**src/rtl/vdp_cpu_port.sv**
```systemverilog
// vdp_cpu_port: Z80-facing VDP data (0xBE) / control (0xBF) port.
// Decodes CPU strobes into VRAM writes, CRAM writes, register writes and
// read-buffer prefetches. Owns the VRAM port-B address/write lines.
// Optional feature macro: VDP_GG_CRAM_LATCH_EN (Game Gear 12-bit CRAM via
// even/odd byte latch). Undefined builds the SMS 6-bit CRAM path.
module vdp_cpu_port #(
  parameter int unsigned ADDR_W      = 14,
  parameter int unsigned CRAM_ADDR_W = 6
) (
  input  logic                   clk,
  input  logic                   rst,
  input  logic                   cpu_we,
  input  logic                   cpu_rd,
  input  logic                   cpu_port,
  input  logic [7:0]             cpu_din,
  output logic [7:0]             cpu_dout,
  output logic                   busy,
  output logic [ADDR_W-1:0]      vram_addr,
  output logic                   vram_we,
  output logic [7:0]             vram_wdata,
  input  logic [7:0]             vram_rdata,
  output logic [CRAM_ADDR_W-1:0] cram_addr,
  output logic                   cram_we,
  output logic [11:0]            cram_wdata,
  output logic                   reg_we,
  output logic [3:0]             reg_addr,
  output logic [7:0]             reg_data,
  input  logic [7:0]             status_in,
  output logic                   status_rd
);

  localparam int unsigned HI_W = ADDR_W - 8;

  typedef enum logic [1:0] {
    ST_IDLE    = 2'd0,
    ST_FETCH   = 2'd1,
    ST_CAPTURE = 2'd2
  } state_e;

  state_e state_q, state_d;

  logic [ADDR_W-1:0]      addr_q, addr_d;
  logic [1:0]             code_q, code_d;
  logic                   second_byte_q, second_byte_d;
  logic [7:0]             latch_q, latch_d;
  logic [7:0]             read_buf_q, read_buf_d;
`ifdef VDP_GG_CRAM_LATCH_EN
  logic [7:0]             cram_latch_q, cram_latch_d;
`endif

  logic [7:0]             cpu_dout_q, cpu_dout_d;
  logic                   busy_q, busy_d;
  logic [ADDR_W-1:0]      vram_addr_q, vram_addr_d;
  logic                   vram_we_q, vram_we_d;
  logic [7:0]             vram_wdata_q, vram_wdata_d;
  logic [CRAM_ADDR_W-1:0] cram_addr_q, cram_addr_d;
  logic                   cram_we_q, cram_we_d;
  logic [11:0]            cram_wdata_q, cram_wdata_d;
  logic                   reg_we_q, reg_we_d;
  logic [3:0]             reg_addr_q, reg_addr_d;
  logic [7:0]             reg_data_q, reg_data_d;
  logic                   status_rd_q, status_rd_d;

  logic                   idle;
  logic                   ctrl_wr, data_wr, ctrl_rd, data_rd;
  logic                   start_pf;
  logic [ADDR_W-1:0]      addr_inc;

  // Strobe qualification: write wins over read, everything dropped while busy
  always_comb begin
    idle     = (state_q == ST_IDLE);
    ctrl_wr  = idle & cpu_we & cpu_port;
    data_wr  = idle & cpu_we & ~cpu_port;
    ctrl_rd  = idle & ~cpu_we & cpu_rd & cpu_port;
    data_rd  = idle & ~cpu_we & cpu_rd & ~cpu_port;
    start_pf = data_rd | (ctrl_wr & second_byte_q & (cpu_din[7:6] == 2'd0));
    addr_inc = addr_q + ADDR_W'(1);
  end

  // Prefetch FSM next-state: one cycle to issue the address, one for RAM latency
  always_comb begin
    state_d = state_q;
    case (state_q)
      ST_IDLE:    if (start_pf) state_d = ST_FETCH;
      ST_FETCH:   state_d = ST_CAPTURE;
      ST_CAPTURE: state_d = ST_IDLE;
      default:    state_d = ST_IDLE;
    endcase
  end

  // Datapath and output next values; pulses default low, everything else holds
  always_comb begin
    addr_d        = addr_q;
    code_d        = code_q;
    second_byte_d = second_byte_q;
    latch_d       = latch_q;
    read_buf_d    = read_buf_q;
`ifdef VDP_GG_CRAM_LATCH_EN
    cram_latch_d  = cram_latch_q;
`endif
    cpu_dout_d    = cpu_dout_q;
    vram_addr_d   = vram_addr_q;
    vram_we_d     = 1'b0;
    vram_wdata_d  = vram_wdata_q;
    cram_addr_d   = cram_addr_q;
    cram_we_d     = 1'b0;
    cram_wdata_d  = cram_wdata_q;
    reg_we_d      = 1'b0;
    reg_addr_d    = reg_addr_q;
    reg_data_d    = reg_data_q;
    status_rd_d   = 1'b0;

    if (ctrl_wr) begin
      if (!second_byte_q) begin
        latch_d       = cpu_din;
        addr_d[7:0]   = cpu_din;
        second_byte_d = 1'b1;
      end else begin
        code_d               = cpu_din[7:6];
        addr_d[ADDR_W-1:8]   = HI_W'(cpu_din[5:0]);
        second_byte_d        = 1'b0;
        if (cpu_din[7:6] == 2'd2) begin
          reg_we_d   = 1'b1;
          reg_addr_d = cpu_din[3:0];
          reg_data_d = latch_q;
        end
      end
    end else if (data_wr) begin
      second_byte_d = 1'b0;
      addr_d        = addr_inc;
      if (code_q != 2'd3) begin
        vram_we_d    = 1'b1;
        vram_addr_d  = addr_q;
        vram_wdata_d = cpu_din;
        read_buf_d   = cpu_din;
      end else begin
`ifdef VDP_GG_CRAM_LATCH_EN
        // Even byte is parked; odd byte commits the full 12-bit entry
        if (!addr_q[0]) begin
          cram_latch_d = cpu_din;
        end else begin
          cram_we_d    = 1'b1;
          cram_addr_d  = CRAM_ADDR_W'({addr_q[5:1], 1'b0});
          cram_wdata_d = {cpu_din[3:0], cram_latch_q};
        end
`else
        cram_we_d    = 1'b1;
        cram_addr_d  = CRAM_ADDR_W'({addr_q[4:0], 1'b0});
        cram_wdata_d = {6'b0, cpu_din[5:0]};
`endif
      end
    end else if (data_rd) begin
      second_byte_d = 1'b0;
      cpu_dout_d    = read_buf_q;
    end else if (ctrl_rd) begin
      second_byte_d = 1'b0;
      cpu_dout_d    = status_in;
      status_rd_d   = 1'b1;
    end

    // Prefetch uses the address as updated by the triggering access
    if (idle && (state_d == ST_FETCH)) begin
      vram_addr_d = addr_d;
    end

    if (state_q == ST_CAPTURE) begin
      read_buf_d = vram_rdata;
      addr_d     = addr_inc;
    end

    busy_d = (state_d != ST_IDLE);
  end

  // State and output registers
  always_ff @(posedge clk or posedge rst) begin
    if (rst) begin
      state_q       <= ST_IDLE;
      addr_q        <= '0;
      code_q        <= '0;
      second_byte_q <= 1'b0;
      latch_q       <= '0;
      read_buf_q    <= '0;
`ifdef VDP_GG_CRAM_LATCH_EN
      cram_latch_q  <= '0;
`endif
      cpu_dout_q    <= '0;
      busy_q        <= 1'b0;
      vram_addr_q   <= '0;
      vram_we_q     <= 1'b0;
      vram_wdata_q  <= '0;
      cram_addr_q   <= '0;
      cram_we_q     <= 1'b0;
      cram_wdata_q  <= '0;
      reg_we_q      <= 1'b0;
      reg_addr_q    <= '0;
      reg_data_q    <= '0;
      status_rd_q   <= 1'b0;
    end else begin
      state_q       <= state_d;
      addr_q        <= addr_d;
      code_q        <= code_d;
      second_byte_q <= second_byte_d;
      latch_q       <= latch_d;
      read_buf_q    <= read_buf_d;
`ifdef VDP_GG_CRAM_LATCH_EN
      cram_latch_q  <= cram_latch_d;
`endif
      cpu_dout_q    <= cpu_dout_d;
      busy_q        <= busy_d;
      vram_addr_q   <= vram_addr_d;
      vram_we_q     <= vram_we_d;
      vram_wdata_q  <= vram_wdata_d;
      cram_addr_q   <= cram_addr_d;
      cram_we_q     <= cram_we_d;
      cram_wdata_q  <= cram_wdata_d;
      reg_we_q      <= reg_we_d;
      reg_addr_q    <= reg_addr_d;
      reg_data_q    <= reg_data_d;
      status_rd_q   <= status_rd_d;
    end
  end

  assign cpu_dout   = cpu_dout_q;
  assign busy       = busy_q;
  assign vram_addr  = vram_addr_q;
  assign vram_we    = vram_we_q;
  assign vram_wdata = vram_wdata_q;
  assign cram_addr  = cram_addr_q;
  assign cram_we    = cram_we_q;
  assign cram_wdata = cram_wdata_q;
  assign reg_we     = reg_we_q;
  assign reg_addr   = reg_addr_q;
  assign reg_data   = reg_data_q;
  assign status_rd  = status_rd_q;

endmodule

```
**config.mk**
```make
export PLATFORM = sky130hd
export DESIGN_NAME = vdp_cpu_port
export DESIGN_NICKNAME = d
export VERILOG_FILES = /design/src/rtl/vdp_cpu_port.sv
export SDC_FILE = /design/constraint.sdc
export NUM_CORES = 1
export LEC_CHECK = 0
export ABC_AREA = 0
export CAP_MARGIN = 40
export CORE_MARGIN = 8
export CORE_UTILIZATION = 50
export DETAILED_ROUTE_END_ITERATION = 10
export HOLD_SLACK_MARGIN = 0.02
export MAX_ROUTING_LAYER = met4
export PLACE_DENSITY = 0.78
export SYNTH_ARGS = -nofsm -noshare
export SYNTH_HDL_FRONTEND = slang
export SYNTH_SLANG_ARGS = --single-unit
```
**constraint.sdc**
```tcl
create_clock -name clk -period 6.25 [get_ports clk]
set_input_delay 1.5625 -clock clk [delete_from_list [all_inputs] [get_ports clk]]
set_output_delay 1.5625 -clock clk [all_outputs]
set_load 0.1 [all_outputs]
```
==> summary.md <==
| Metric | Value |
|---|---|
| Starting Density | 0.508 |
| Rows | 35 |
| FF+latch count, synth | 93 |
| # nets final | 595 |
| Setup Buffers After CTS | 0 |
| Max Root-Sink Buffers | 2 |
| Setup TNS | 0 ns |
| Ant diodes | 0 |
| CP Class | in2reg |
| F_max | between 200 and 300 MHz |
| Largest net degree at the start of global routing | 34 |
| Sink Count | 93 |
| Area occupied by multi-input gates | 0.00206 mm² |
| Vias in the first global route | 3964 |
| Req. time, crit path | roughly 6.5 ns |
| Comb pwr share | 0.615 |
| Worst setup SP type | primary input |
| Global-route wire length before repair | 21400 µm |
| Initial antenna violation count | 0 |
| Worst-path fanout max | 27 |
| Most frequent cell after synthesis | dfrtp_1 |
| # hold bufs at CTS | 0 |
| Leading cell types by count after synthesis | dfrtp_1 (93), nand2_1 (57), mux2_2 (25) |
| Post-cts sizing count | 0 |
| Initial drt markers | 231 |
| Netlist cell types | 61 |
| Clock power share | 0.117 |
| Buffers on Ports | 86 |
| CTS H-Tree Depth | 3 |
| Global-route usage over all layers | 0.221 |
| Antenna-violating nets left | 0 |
| Die Wd | ~110 µm |
| Core Util, Final | 0.739 |
| Syn_area_per_cell | roughly 11 µm² |
| Fin crit period | 4.00 ns |
| Max_cap viols | 0 |
| Worst Tran Pin Value | ~0.85 ns |
| Drt first pass iters | 5 |
| Post-synth top flop | dfrtp_1 |
| Total die area | 0.0125 mm² |
| CTS Buf Count | 9 |
| Gr ovfl total | 0 |
| Number of flops mapped to enable cells by yosys | 0 |
| Hold WC Path Type | reg2reg |
| Final Hold Viols | 0 |
| Core area | 0.00906 mm² |
| Mapped cell area | 0.00460 mm² |
| Post-synth top area share | 0.506 |
| Pleak | between 2 and 3 nW |
| Routed vias/inst | 5.81 |
| Worst Setup Slack, final | 2.25 ns |
| Hold_ws | 0.494 ns |
| Part of the power in registers | 0.269 |
| Pre-CTS WS | ~2 ns |
| WL/cell | 19.5 µm |
| CTS root buffer | clkbuf_8 |
| CP endpoint kind | flip-flop |
| Psw | 1.86 mW |
| Worst-path clk slew | 0.09 ns |
| Layout cells sized above 1 | 0.225 |
| Switching share of power | 0.496 |
| Internal power | about 1.9 mW |
| Die Y | 112 µm |
| DRT Wirelength | 13300 µm |
| Relative slew slack | 0.434 |
| Ports | 94 |
| RSZ-0062 raised after global routing | no |
| Top cell type by total area after synthesis | dfrtp_1 |
| Seq. cell area | between 0.002 and 0.0025 mm² |
| Worst Skew | 0.0149 ns |
| Slew Viols, Final | 0 |
| Ys Warns | 0 |
| Layout area overhead | 45.6% |
| Routability congestion estimate | between 0.8 and 0.9 |
| DR vias | 3960 |
| Synthesized instance count | approximately 440 |
| DR DRC count | 0 |
| Clk_lat worst skew | 0.37 ns |
| Final period utilization | 0.639 |
| Status | complete, no violations |
| Area contributors post-synth | dfrtp_1 (51%), mux2_2 (6.1%), nand2_1 (4.6%), mux2i_1 (4.4%), mux2_4 (2.9%) |
| # setup viols final | 0 |
| Worst Path Arrival | 4.27 ns |
| Maximum VDD drop | 0.451 mV |
| Final HPWL DP | ~9400 µm |
| Fill count | 602 |
| Sequential element share of the synthesized area | 0.506 |
| CTS tree | built |
| Pwr dens | 561 mW/mm² |
| Post-synth ARST share | 1.00 |
-- cell usage in the layout, fill, tap and decap left out, drive strengths merged, types with 4 or more instances in the layout --
cell type	count
inv	7
dfrtp	93
a31oi	9
clkinv	4
o21ai	12
nor4b	4
o31ai	6
nand2	57
mux2i	20
and2	5
buf	68
mux2	34
nand4	10
o211ai	7
xor2	4
a21oi	15
nor2	24
nand3	18
clkdlybuf4s50	86
and3	5
conb	7
o22ai	6
nand2b	7
nor2b	4
clkbuf	9
-- layout make-up --
type | instances | share of cell area
inverters | 6 | 0.00355
clock buffers | 9 | 0.0185
flip-flops and latches | 93 | 0.347
clock inverters | 7 | 0.0136
multi-input cells | 301 | 0.307
well taps | 111 | 0.0207
repair buffers | 154 | 0.289
-- kinds of logic after synthesis --
family,synth area share
adders and majority gates,0.00272
AOI/OAI and AO/OA,0.127
xor gates and xnor gates,0.0133
DFF,0.506
buffers and inverters,0.0519
and+or+nand+nor,0.165
muxes,0.134
other,0.000815
-- power groups by stage --
stage	registers, mW	clock network (mW)	logic, mW
after floorplan	1.90	0	0.465
after global placement	1.01	0	1.76
after detailed placement	1.02	0	2.31
after CTS	1.01	0.440	2.32
after global routing	1.04	0.462	2.40
final	1.01	0.438	2.31
-- metrics by stage --
stage,std cells,cell area (µm²),total power [mW]
6_report,681,6700,3.76
4_1_cts,681,6700,3.77
2_1_floorplan,441,4620,2.37
3_5_place_dp,665,6490,3.33
5_1_grt,681,6700,3.90
3_3_place_gp,603,5450,2.77
-- flip-flops by register name, indices dropped and copies added, names as in the netlist, 2 cells and up --
register and flops:
addr_q 14, cpu_dout 8, vram_wdata 8, reg_addr 4, vram_addr 14, code_q 2
cram_wdata 6, cram_addr 5, state_q 2, reg_data 8, latch_q 8, read_buf_q 8
-- metal layers --
layer  vias up  track usage  share of wire
met5         -            -              0
met4         0       0.0755          0.023
met3        26       0.0427          0.071
met2       169        0.352           0.48
met1      1961        0.277           0.42
li1       1804            -              -
-- path summary, 6_finish.rpt --
check	slack, ns	start	cells after the start	endpoint
max in group asynchronous	3.87	rst	3	vram_addr[10]
setup reg to reg	3.74	state_q[0]	4	reg_addr[0]
hold reg to reg	0.49	vram_wdata[5]	2	vram_wdata[5]
min in group asynchronous	1.54	rst	2	latch_q[2]
setup / recovery	2.25	cpu_port	7	vram_addr[5]
hold / removal	0.49	vram_wdata[5]	2	vram_wdata[5]
-- worst max-delay path, stage by stage --
cell and delay, ns:
clkdlybuf4s50_1 0.61, buf_4 0.38, clkinv_1 0.31, a32oi_1 0.71, buf_4 0.36, a21bo_2 0.25, o31ai_1 0.05
(Power assumes the default switching activity.)
